$ cat src/rtl/pipe_hazard_ctrl_pkg.sv
// Shared definitions for the pipeline hazard controller.
// Provides the FSM state encoding, the hard-wired zero register index,
// default parameter values and the packed control-output bundle with its
// fixed patterns.
package pipe_ctrl_pkg;

    typedef enum logic [1:0] {
        RUN      = 2'd0,
        MEM_WAIT = 2'd1,
        ERR      = 2'd2
    } state_t;

    localparam logic [4:0]  REG_ZERO    = 5'd0;
    localparam int unsigned DEF_TIMEOUT = 64;
    localparam int unsigned DEF_CNT_W   = 16;

    typedef struct packed {
        logic pc_write;
        logic ifid_write;
        logic ifid_flush;
        logic idex_flush;
        logic exmem_write;
        logic exmem_flush;
        logic memwb_flush;
        logic pc_sel_branch;
    } ctrl_t;

    // Bit order follows the struct: pw, iw, iff, idf, ew, ef, mf, psb.
    localparam ctrl_t CTRL_IDLE     = ctrl_t'(8'b0000_0000);
    localparam ctrl_t CTRL_NORMAL   = ctrl_t'(8'b1100_1000);
    localparam ctrl_t CTRL_LOAD_USE = ctrl_t'(8'b0001_1000);
    localparam ctrl_t CTRL_BRANCH   = ctrl_t'(8'b1111_1101);
    localparam ctrl_t CTRL_MEM_STALL = ctrl_t'(8'b0000_0010);

endpackage

$ cat src/rtl/pipe_hazard_ctrl_sat_counter.sv
// Saturating up-counter used for the stall/flush performance counters.
// Ports:
//   clk   - clock
//   rst   - asynchronous active-low reset (clears count)
//   inc   - increment by one this cycle (ignored once at all-ones)
//   clear - synchronous clear, dominates inc
//   cnt   - current count
module sat_counter #(
    parameter int unsigned W = 16
) (
    input  logic         clk,
    input  logic         rst,
    input  logic         inc,
    input  logic         clear,
    output logic [W-1:0] cnt
);

    always_ff @(posedge clk or negedge rst) begin
        if (!rst) begin
            cnt <= '0;
        end else if (clear) begin
            cnt <= '0;
        end else if (inc && (cnt != '1)) begin
            cnt <= cnt + W'(1);
        end
    end

endmodule

$ cat src/rtl/pipe_hazard_ctrl.sv
// Central stall/flush sequencer for the 5-stage pipeline.
// Resolves load-use hazards (ID vs EX), taken branches resolved in MEM and
// multi-cycle data-memory accesses, with a memory-wait watchdog that freezes
// the pipeline in a sticky error state.
// Ports:
//   clk, rst                - clock, asynchronous active-low reset
//   id_rs, id_rt            - source registers of the instruction in ID
//   ex_mem_read, ex_rt      - load in EX and its destination register
//   mem_branch, mem_zero    - branch in MEM and its EX/MEM zero flag
//   mem_req, dmem_ready     - data-memory access in MEM and its completion
//   pc_write .. memwb_flush - pipeline register enables / flushes
//   pc_sel_branch           - steer branch target into PC
//   err                     - sticky memory-timeout error
//   stall_cnt, flush_cnt    - saturating performance counters
module pipe_hazard_ctrl
    import pipe_ctrl_pkg::*;
#(
    parameter int unsigned TIMEOUT = DEF_TIMEOUT,
    parameter int unsigned CNT_W   = DEF_CNT_W
) (
    input  logic             clk,
    input  logic             rst,
    input  logic [4:0]       id_rs,
    input  logic [4:0]       id_rt,
    input  logic             ex_mem_read,
    input  logic [4:0]       ex_rt,
    input  logic             mem_branch,
    input  logic             mem_zero,
    input  logic             mem_req,
    input  logic             dmem_ready,
    output logic             pc_write,
    output logic             ifid_write,
    output logic             ifid_flush,
    output logic             idex_flush,
    output logic             exmem_write,
    output logic             exmem_flush,
    output logic             memwb_flush,
    output logic             pc_sel_branch,
    output logic             err,
    output logic [CNT_W-1:0] stall_cnt,
    output logic [CNT_W-1:0] flush_cnt
);

    // wait_cnt counts the stall cycle that entered MEM_WAIT as 1; the
    // transition to ERR fires on the cycle that would bring it to TIMEOUT.
    localparam logic [15:0] TIMEOUT_M1 = 16'(TIMEOUT - 1);

    state_t      state, state_n;
    logic [15:0] wait_cnt, wait_n;
    logic        err_r, err_n;
    ctrl_t       ctrl;
    logic        stall_inc, flush_inc;

    logic mem_stall, branch_taken, load_use;

    // mem_req gates dmem_ready so an unknown ready with no request is no stall.
    assign mem_stall    = mem_req & ~dmem_ready;
    assign branch_taken = mem_branch & mem_zero;
    assign load_use     = ex_mem_read & (ex_rt != REG_ZERO) &
                          ((ex_rt == id_rs) | (ex_rt == id_rt));

    always_ff @(posedge clk or negedge rst) begin
        if (!rst) begin
            state    <= RUN;
            wait_cnt <= '0;
            err_r    <= 1'b0;
        end else begin
            state    <= state_n;
            wait_cnt <= wait_n;
            err_r    <= err_n;
        end
    end

    always_comb begin
        state_n   = state;
        wait_n    = wait_cnt;
        err_n     = err_r;
        ctrl      = CTRL_IDLE;
        stall_inc = 1'b0;
        flush_inc = 1'b0;
        case (state)
            RUN: begin
                if (mem_stall) begin
                    ctrl      = CTRL_MEM_STALL;
                    state_n   = MEM_WAIT;
                    wait_n    = 16'd1;
                    stall_inc = 1'b1;
                end else if (branch_taken) begin
                    ctrl      = CTRL_BRANCH;
                    flush_inc = 1'b1;
                end else if (load_use) begin
                    ctrl      = CTRL_LOAD_USE;
                    stall_inc = 1'b1;
                end else begin
                    ctrl      = CTRL_NORMAL;
                end
            end
            MEM_WAIT: begin
                if (dmem_ready) begin
                    ctrl    = CTRL_NORMAL;
                    state_n = RUN;
                    wait_n  = '0;
                end else begin
                    ctrl      = CTRL_MEM_STALL;
                    stall_inc = 1'b1;
                    wait_n    = wait_cnt + 16'd1;
                    if (wait_cnt >= TIMEOUT_M1) begin
                        state_n = ERR;
                        err_n   = 1'b1;
                    end
                end
            end
            ERR: begin
                ctrl = CTRL_IDLE;
            end
            default: begin
                state_n = RUN;
                wait_n  = '0;
            end
        endcase
        if (!rst) begin
            ctrl = CTRL_IDLE;
        end
    end

    assign pc_write      = ctrl.pc_write;
    assign ifid_write    = ctrl.ifid_write;
    assign ifid_flush    = ctrl.ifid_flush;
    assign idex_flush    = ctrl.idex_flush;
    assign exmem_write   = ctrl.exmem_write;
    assign exmem_flush   = ctrl.exmem_flush;
    assign memwb_flush   = ctrl.memwb_flush;
    assign pc_sel_branch = ctrl.pc_sel_branch;
    assign err           = err_r;

    sat_counter #(.W(CNT_W)) u_stall_cnt (
        .clk   (clk),
        .rst   (rst),
        .inc   (stall_inc),
        .clear (1'b0),
        .cnt   (stall_cnt)
    );

    sat_counter #(.W(CNT_W)) u_flush_cnt (
        .clk   (clk),
        .rst   (rst),
        .inc   (flush_inc),
        .clear (1'b0),
        .cnt   (flush_cnt)
    );

endmodule

$ cat config.mk
export PLATFORM = sky130hd
export DESIGN_NAME = pipe_hazard_ctrl
export DESIGN_NICKNAME = d
export VERILOG_FILES = /design/src/rtl/pipe_hazard_ctrl_pkg.sv /design/src/rtl/pipe_hazard_ctrl_sat_counter.sv /design/src/rtl/pipe_hazard_ctrl.sv
export SDC_FILE = /design/constraint.sdc
export NUM_CORES = 1
export LEC_CHECK = 0
export ABC_AREA = 1
export BUFFER_PORTS_ARGS = -buffer_cell sky130_fd_sc_hd__buf_2
export CORE_ASPECT_RATIO = 0.5
export CORE_UTILIZATION = 30
export CTS_CLUSTER_SIZE = 25
export DETAILED_ROUTE_END_ITERATION = 8
export SKIP_LAST_GASP = 1
export SYNTH_ARGS = -nofsm -noshare
export SYNTH_HDL_FRONTEND = slang
export SYNTH_SLANG_ARGS = --single-unit
$ cat constraint.sdc
create_clock -name clk -period 4.6 [get_ports clk]
set_clock_uncertainty 0.1 [all_clocks]
set_input_delay 0 -clock clk [delete_from_list [all_inputs] [get_ports clk]]
set_output_delay 0 -clock clk [all_outputs]
set_load 0.05 [all_outputs]
# After elaboration in Yosys (flattened, before gate mapping)
# Index checks and enable logic that the tools add are counted.
dict set report totals {
  regBits 51
  latchBits 0
  ramBits 0
  rom_bits 0
  inputBits 22
  output_inout_bits 41
  word_cells 52
  mem_count 0
}
dict set report op_classes {
  addsub 3
  n_mul 0
  n_div 0
  magnitude_cmp 1
  n_eq_ne 8
  n_shift 0
  n_mux 21
  n_bitwise 7
  n_reduce_logical 7
}
# cell count
set op_table {}
lappend op_table {{16-bit by 1-bit adder with 16-bit output, second input constant} 3}
lappend op_table {{16-bit one-hot mux with 3 select lines} 1}
lappend op_table {{8-bit two-way mux} 5}
lappend op_table {{16-bit two-way mux} 2}
lappend op_table {{16-bit inequality test, second input constant} 2}
lappend op_table {{16-bit by 6-bit greater-or-equal comparator with 1-bit output, second input constant} 1}
lappend op_table {{8-bit one-hot mux with 2 select lines} 1}
lappend op_table {{5-bit == test} 2}
lappend op_table {{1-bit two-way mux} 7}
lappend op_table {{2-bit two-way mux} 3}
lappend op_table {{2-bit one-hot mux with 3 select lines} 1}
lappend op_table {{3-bit AND reduction} 2}
lappend op_table {{5-bit nonzero test} 1}
lappend op_table {{1-bit AND} 4}
lappend op_table {{3-bit inequality test, second input constant} 1}
lappend op_table {{2-bit by 1-bit == test with 1-bit output, second input constant} 1}
lappend op_table {{2-bit == test, second input constant} 1}
lappend op_table {{1-bit logical AND} 2}
lappend op_table {{2-bit logical NOT} 1}
lappend op_table {{2-bit inequality test, second input constant} 1}
lappend op_table {{1-bit inverter} 2}
lappend op_table {{1-bit one-hot mux with 2 select lines} 1}
lappend op_table {{2-bit AND reduction} 1}
lappend op_table {{1-bit OR} 1}

# Depth between registers and ports, before layout
# Gate-level depths: netlist of run 1.
dict set report logic_depth {
  ltp_word 8
  mapped_depth 12
  depth_no_buf 11
}

# Modules after synthesis
# A second synthesis of run 1 with hierarchy kept.
dict set report unflattened {
  hier_cells 511
  area_unflattened_um2 3512.1
}
# module instances cells_each area_each_um2 seq_area_each_um2
set modules_own_cells {}
lappend modules_own_cells {sat_counter 2 144 1037.2 400.4}
lappend modules_own_cells {pipe_hazard_ctrl 1 223 1437.6 475.5}

# Worst setup path after synthesis of run 1
# No wires, ideal clock.
dict set report synth_path {
  kind {register to output}
  start {register state[1]}
  end {output pc_write}
  t_arrival_ns 2.304
  required_ns 4.500
  slack_ns 2.196
  path_stages_with_launch 5
  path_buffers 1
  path_cell_list {dfrtp_1 -> nor2_1 -> nand3_1 -> o21ai_0 -> buf_4}
}
dict set report synth_via {
  elab_chain_len 3
  elab_cells_between_ends 4
  cone_classes {eq/ne (1); mux (2); reduce/logical (1)}
}
# element line_no
set synth_rtl {}
lappend synth_rtl {{start: declaration} pipe_hazard_ctrl.sv:48} ;# state_t state, state_n;
lappend synth_rtl {{start signal: assignment} pipe_hazard_ctrl.sv:68} ;# state <= state_n;
lappend synth_rtl {{2-bit by 1-bit == test with 1-bit output / 2-bit logical NOT (equally long branches)} pipe_hazard_ctrl.sv:81} ;# case (state)
lappend synth_rtl {{8-bit one-hot mux with 2 select lines *} pipe_hazard_ctrl.sv:81}
lappend synth_rtl {{8-bit two-way mux *} pipe_hazard_ctrl.sv:121} ;# if (!rst) begin
lappend synth_rtl {{end: declaration} pipe_hazard_ctrl.sv:31} ;# output logic pc_write,
# Every way passes the cells marked *; elsewhere a longest branch is shown, timed or not.

# Final worst setup path of run 1
dict set report layout_path {
  start {register u_stall_cnt.cnt[0]}
  end {register u_stall_cnt.cnt[0]}
}
dict set report layout_via {
  elab_chain_len 2
  elab_cells_between_ends 3
  cone_classes {add/sub (1); eq/ne (1); reduce/logical (1)}
}
# element line_no
set layout_rtl {}
lappend layout_rtl {{start: declaration} pipe_hazard_ctrl_sat_counter.sv:15} ;# output logic [W-1:0] cnt
lappend layout_rtl {{start signal: assignment} pipe_hazard_ctrl_sat_counter.sv:24} ;# cnt <= cnt + W'(1);
lappend layout_rtl {{parallel branches: the longest is 2 deep, another holds 16-bit by 1-bit adder with 16-bit output} --}
# Parallel ways; which one is timed is not known.
# A chain may end at the register's enable or synchronous reset.

==> run summary, run 1 <==
Maximum VDD drop: 0.282 mV
Sum of buffers and inverters on the critical path: 0
Post-route DRC: 0
Initial antenna violation count: 0
# Max-Cap Violations: 0
Worst Tran Pin Value: 665 ps
Fraction of layout instances using a drive strength above 1: 16.0%
Total Nets Final: 515
1st-iter DRT viols: 139
Clock sink count: 51
Commonest cells in the netlist: nand2_1, dfrtp_1, inv_1, nor2_1, nand3_1
WHS: 92.4 ps
Synth cell types: 28
Most common cell in the netlist: nand2_1
CP max FO: 16
DRT Pass-1 Iters: 5
Share of flip-flops with an asynchronous set or reset: 100%
Root Buffer: clkbuf_16
Final Setup Violations: 0
Sequential fraction of the synthesis area: 41.3%
Final Hold Fails: 0
Row cnt: 25
Largest net degree at the start of global routing: 54
H-Tree Depth: 2
DIE AREA: 10700 µm²
Cell count after synthesis: 424
Status: finished clean
Post-layout min period: 2140 ps
# diodes: 0
Critical Path Source Type: flop
Max stage delay on crit path: 400 ps
Top Family by Delay on Critical Path: simple AND/OR/NAND/NOR gates
DIE HEIGHT: 73.8 µm
Synth area leader: dfrtp_1
CTS clock-pin slew for the worst setup and hold paths: 60 ps
RSZ-0062 raised after global routing: false
#FFs+latches synth: 51
Starting Density: 31.8%
# fillers: 1024
Final core utilization: 37.9%
WP data required: 4720 ps
Max Root-Sink Buffers: 2
Top cell by count, worst path: nand2_1
First-pass GRT wire length: 11800 µm
Final Instance Area: 3680 µm²
Total GRT Usage: 13.5%
Worst skew pair latency: 290 ps
Ports: 63
Top post-synthesis cells by area: dfrtp_1, nand2_1, nand3_1
Total congestion overflow: 0
Synth Cell Area: 3090 µm²
Core Area: 9730 µm²
Total power: 1.32 mW
Syn_area_per_cell: 7.29 µm²
Final antenna-violating net count: 0
Max_slew headroom: 55.7%
Fmax: 0.467 GHz
Final period util: 46.5%
Pre-CTS setup slack: 2460 ps
Vias per cell: 4.43
IO Port Bufs: 62
Critical path cell sequence: ha_1 -> nand3_1 -> nor2_2 -> nand2_1 -> nor3_4 -> nand4_4 -> nand2_4 -> nand2_1 -> nand2_1
Number of enable flip-flop cells after synthesis: 0
Post-CTS setup buffers: 0
CP Capture Type: flop
Worst min path class: primary input to flop
Syn Nets: 449
Routed via count: 2765
Die Wd: 146 µm
Wirelength per Cell: 10.8 µm
Kind of critical path: flop to flop
Setup TNS: 0 ps
Crit path DAT: 2260 ps
Pins Over Slew Limit: 0
CTS tree: yes
Layout Cells excl Fill: 624
Post-route setup slack: 2460 ps
Post-synth top area share: 41.3%
Placed Area: 3530 µm²
Number of global-route vias before repair: 2507
Gp weighted congestion: 0.814
Main flop type after synthesis: dfrtp_1
Warnings from Yosys: 0
Total CTS buffers: 5
DP HPWL: 5090 µm
Power Dens Cells: 358 nW/µm²
Dpl cells: 616
P&R area growth vs syn: 19.1%
Slowest cell on crit path: dfrtp_1
Leak pwr: 1.94 nW
WL final: 6730 µm
[state kept, by name, indices dropped and copies added (netlist names)]
name             flops
u_stall_cnt.cnt     16
state                2
err                  1
u_flush_cnt.cnt     16
wait_cnt            16
[cells in the final DEF, fill, tap and decap left out, types with 2 or more instances in the layout]
cell type and n:
a21oi_1 11, buf_2 62, clkbuf_16 5, dfrtp_1 51
dlygate4sd3_1 2, ha_1 3, inv_1 49, nand2_1 134
nand2_2 2, nand3_1 41, nand4_1 8, nor2_1 49
nor3_1 12, nor4_1 4, o21ai_0 11, xnor2_1 14
xor2_1 18
[worst register-to-register path: cells and delay by family, from the launching register on]
kind                     cells  cell delay (ps)
adder cells (fa/ha/maj)      1              220
flip-flops                   1              400
AND/OR/NAND/NOR              8             1360
[logic make-up (layout without fill, tap and decap cells)]
logic type	Yosys count	count (layout)	share of synthesized area, %
AO/OA/AOI/OAI	25	25	4.53
XOR/XNOR	32	32	9.07
buffers and inverters	56	121	7.49
AND/OR/NAND/NOR	257	257	36.4
adder cells (fa/ha/maj)	3	3	1.21
flip-flops	51	51	41.3
[final timing paths]
check	from	end	slack (ps)	depth (start not counted)
setup / recovery	u_stall_cnt.cnt[0]	u_stall_cnt.cnt[0]	2460	9
hold / removal	mem_req	state[0]	90	3
setup reg to reg	u_stall_cnt.cnt[0]	u_stall_cnt.cnt[0]	2460	9
hold reg to reg	err	err	360	2
max in group asynchronous	rst	wait_cnt[9]	3660	3
min in group asynchronous	rst	wait_cnt[11]	300	3
[area by class of cell]
class	instances	area, µm²	area share [%]
timing repair buffer	65	338	9.17
multi-input combinational	317	1580	43.0
inverter	50	188	5.10
tap	135	169	4.59
clock buffer	6	129	3.50
sequential	51	1280	34.7
[metal layers]
metal / GRT usage [%] / vias up / wire, µm / part of all wire, %
li1: - / 1475 / - / -
met4: 3.51 / 0 / 55 / 0.82
met2: 21.6 / 38 / 2790 / 41
met1: 19.0 / 1248 / 3700 / 55
met3: 2.55 / 4 / 186 / 2.8
met5: 0 / - / 0 / 0
[timing repair]
action	CTS	global route
resized for setup	0	0
hold buffers	2	0
hold endpoints to repair	55	0
[power breakdown]
part           total, mW  switching, mW  internal, mW
Combinational      0.404          0.301         0.103
Clock              0.353          0.156         0.196
Sequential         0.564         0.0662         0.497
Total               1.32          0.523         0.796
Power figures use the tool's default switching activity.
==> run 2, diff against run 1 <==
Clock period 4.6 ns to 2.1 ns, I/O delays scaled along.
==> run 2 against run 1 <==
  * Worst setup slack lost 2300 ps
  * Die area did not move
  * Critical path depth rose by 3
  * Global-route usage grew 0.59 points
  * Largest cell class unchanged
  * Design area rose by 4.4%
  * Final cell count up 3.2%
==> run summary, run 2 (synthesis results as in run 1) <==
Status: finished clean
Root Buffer: clkbuf_16
Total GRT Usage: 14.1% (+0.59 points)
# Max-Cap Violations: 0 (unchanged)
Commonest non-fill, non-tap cells in the layout: nand2_1, buf_2, inv_1, nor2_1, dfrtp_1
WL final: 7180 µm (+6.7%)
Number of global-route vias before repair: 2607 (+4.0%)
Starting Density: 31.8% (unchanged)
1st-iter DRT viols: 119 (-14%)
Pins Over Slew Limit: 0 (unchanged)
DIE HEIGHT: 73.8 µm (unchanged)
Crit path DAT: 2040 ps (-220 ps)
DP HPWL: 5560 µm (+9.2%)
Total CTS buffers: 5 (unchanged)
Dpl cells: 630 (+2.3%)
CP max FO: 5 (-11)
RSZ-0062 raised after global routing: false
Post-route DRC: 0 (unchanged)
Row cnt: 25 (unchanged)
Gp weighted congestion: 0.842 (+3.4%)
Most common cell after layout, fill and taps aside: nand2_1
Fraction of layout instances using a drive strength above 1: 19.8% (+3.9 points)
Largest net degree at the start of global routing: 43 (-20%)
Core Area: 9730 µm² (unchanged)
CP Capture Type: flop
IO Port Bufs: 62 (unchanged)
# diodes: 0 (unchanged)
First-pass GRT wire length: 12200 µm (+3.6%)
Vias per cell: 4.43 (about the same)
Max_slew headroom: 63.6% (+8.0 points)
Leak pwr: 2.04 nW (+5.0%)
Worst min path class: primary input to async pin
Post-layout min period: 1910 ps
Initial antenna violation count: 0 (unchanged)
Final Setup Violations: 0 (unchanged)
Wirelength per Cell: 11.2 µm (+3.3%)
Reg-to-Reg Start: u_stall_cnt.cnt[0]
CTS tree: yes
DIE AREA: 10700 µm² (unchanged)
Max stage delay on crit path: 530 ps (+130 ps)
Die Wd: 146 µm (unchanged)
Clock sink count: 51 (unchanged)
Top flop regs: u_flush_cnt.cnt x16, u_stall_cnt.cnt x16, wait_cnt x16
Final period util: 91.0%
Critical path cell sequence: dlygate4sd3_1 -> buf_2 -> inv_2 -> nand2_1 -> o21ai_4 -> buf_4 -> nand3_1 -> nor2_1 -> nand4_1 -> nand2_1 -> nand2_1 -> nor2_1
WHS: 15.7 ps (-76.6 ps)
Kind of critical path: primary input to flop
Routed via count: 2854 (+3.2%)
Total Nets Final: 533 (+3.5%)
Ports: 63 (unchanged)
Final antenna-violating net count: 0 (unchanged)
Worst R2R End: u_stall_cnt.cnt[9]
Setup TNS: 0 ps (unchanged)
Flop2flop setup slack: 240 ps (-2220 ps)
Maximum VDD drop: 0.351 mV (+24%)
P&R area growth vs syn: 24.4%
Worst Tran Pin Value: 545 ps (-120 ps)
Fmax: 0.524 GHz
Resize count post-CTS: 0 (unchanged)
Power Dens Cells: 790 nW/µm² (+120%)
H-Tree Depth: 2 (unchanged)
CTS clock-pin slew for the worst setup and hold paths: 70 ps (about the same)
R2R depth: 9 (unchanged)
WP data required: 2230 ps (-2490 ps)
Slowest cell on crit path: dlygate4sd3_1
Critical Path Source Type: primary input
Final Hold Fails: 0 (unchanged)
Layout Cells excl Fill: 644 (+3.2%)
Top cell by count, worst path: nand2_1
Worst skew pair latency: 290 ps (about the same)
Max Root-Sink Buffers: 2 (unchanged)
Total congestion overflow: 0 (unchanged)
DRT Pass-1 Iters: 4 (-1)
[run 2: changes by cell type in the layout (fill, tap and decap cells not counted)]
cell	previous run	this run
clkinvlp_4	0	1
dfrtp_1	51	49
inv_8	0	1
clkbuf_1	1	0
o21ai_0	11	10
dfrtp_2	0	2
inv_6	0	1
buf_4	1	19
o21ai_1	0	1
[run 2: area by class of cell]
| type | count | area [µm²] |
|---|---|---|
| clock buffers | 5 | 125 |
| clock inverters | 3 | 27.5 |
| fillers | 1009 | 5880 |
| inverters | 50 | 188 |
| multi-input cells | 317 | 1580 |
| flip-flops and latches | 51 | 1280 |
| well taps | 135 | 169 |
| repair buffers | 83 | 473 |
[run 2: worst max path at each step]
stage / startpoint / endpoint / slack, ps / cells past startpoint
4_1_cts: u_stall_cnt.cnt[0] / u_stall_cnt.cnt[9] / 220 / 9
3_5_place_dp: u_stall_cnt.cnt[0] / u_stall_cnt.cnt[9] / 230 / 9
3_3_place_gp: u_stall_cnt.cnt[0] / u_stall_cnt.cnt[5] / 290 / 9
5_1_grt: dmem_ready / wait_cnt[14] / 5 / 12
2_1_floorplan: u_stall_cnt.cnt[2] / u_stall_cnt.cnt[2] / 10 / 8
6_report: dmem_ready / wait_cnt[9] / 190 / 12
[run 2: per-layer routing]
metal | GRT usage [%] | up-vias | part of all wire, % | routed length, µm
li1 | - | 1516 | - | -
met1 | 19.2 | 1300 | 54 | 3860
met2 | 22.8 | 32 | 42 | 3040
met3 | 3.17 | 6 | 3.0 | 218
met4 | 3.86 | 0 | 0.85 | 61
met5 | 0 | - | 0 | 0
[run 2: per-stage QoR]
stage          cell area, µm²  power, mW  utilization (%)  setup WS [ps]
3_3_place_gp             3640       2.19             37.4            295
6_report                 3840       3.04             39.5            190
5_1_grt                  3840       3.21             39.5           4.88
2_1_floorplan            3090       1.90                -           10.4
3_5_place_dp             3640       2.20             37.4            229
4_1_cts                  3810       3.07             39.2            216
[run 2: where the power goes]
group | internal [mW] | leakage, nW | switching [mW]
registers | 1.09 | 0.683 | 0.130
logic | 0.271 | 1.28 | 0.693
clock network | 0.455 | 0.0723 | 0.396
total | 1.82 | 2.04 | 1.22
[run 2: timing repair]
action                     4_1_cts  5_1_grt
hold endpoints to repair        47        0
setup buffers                    0        4
hold buffers                     2        0
setup endpoints to repair        0        1
[run 2: critical path, delay by kind of cell]
| family | cells | cell delay, ps |
|---|---|---|
| AO/OA/AOI/OAI | 1 | 240 |
| buffers and inverters | 4 | 900 |
| AND/OR/NAND/NOR | 7 | 900 |
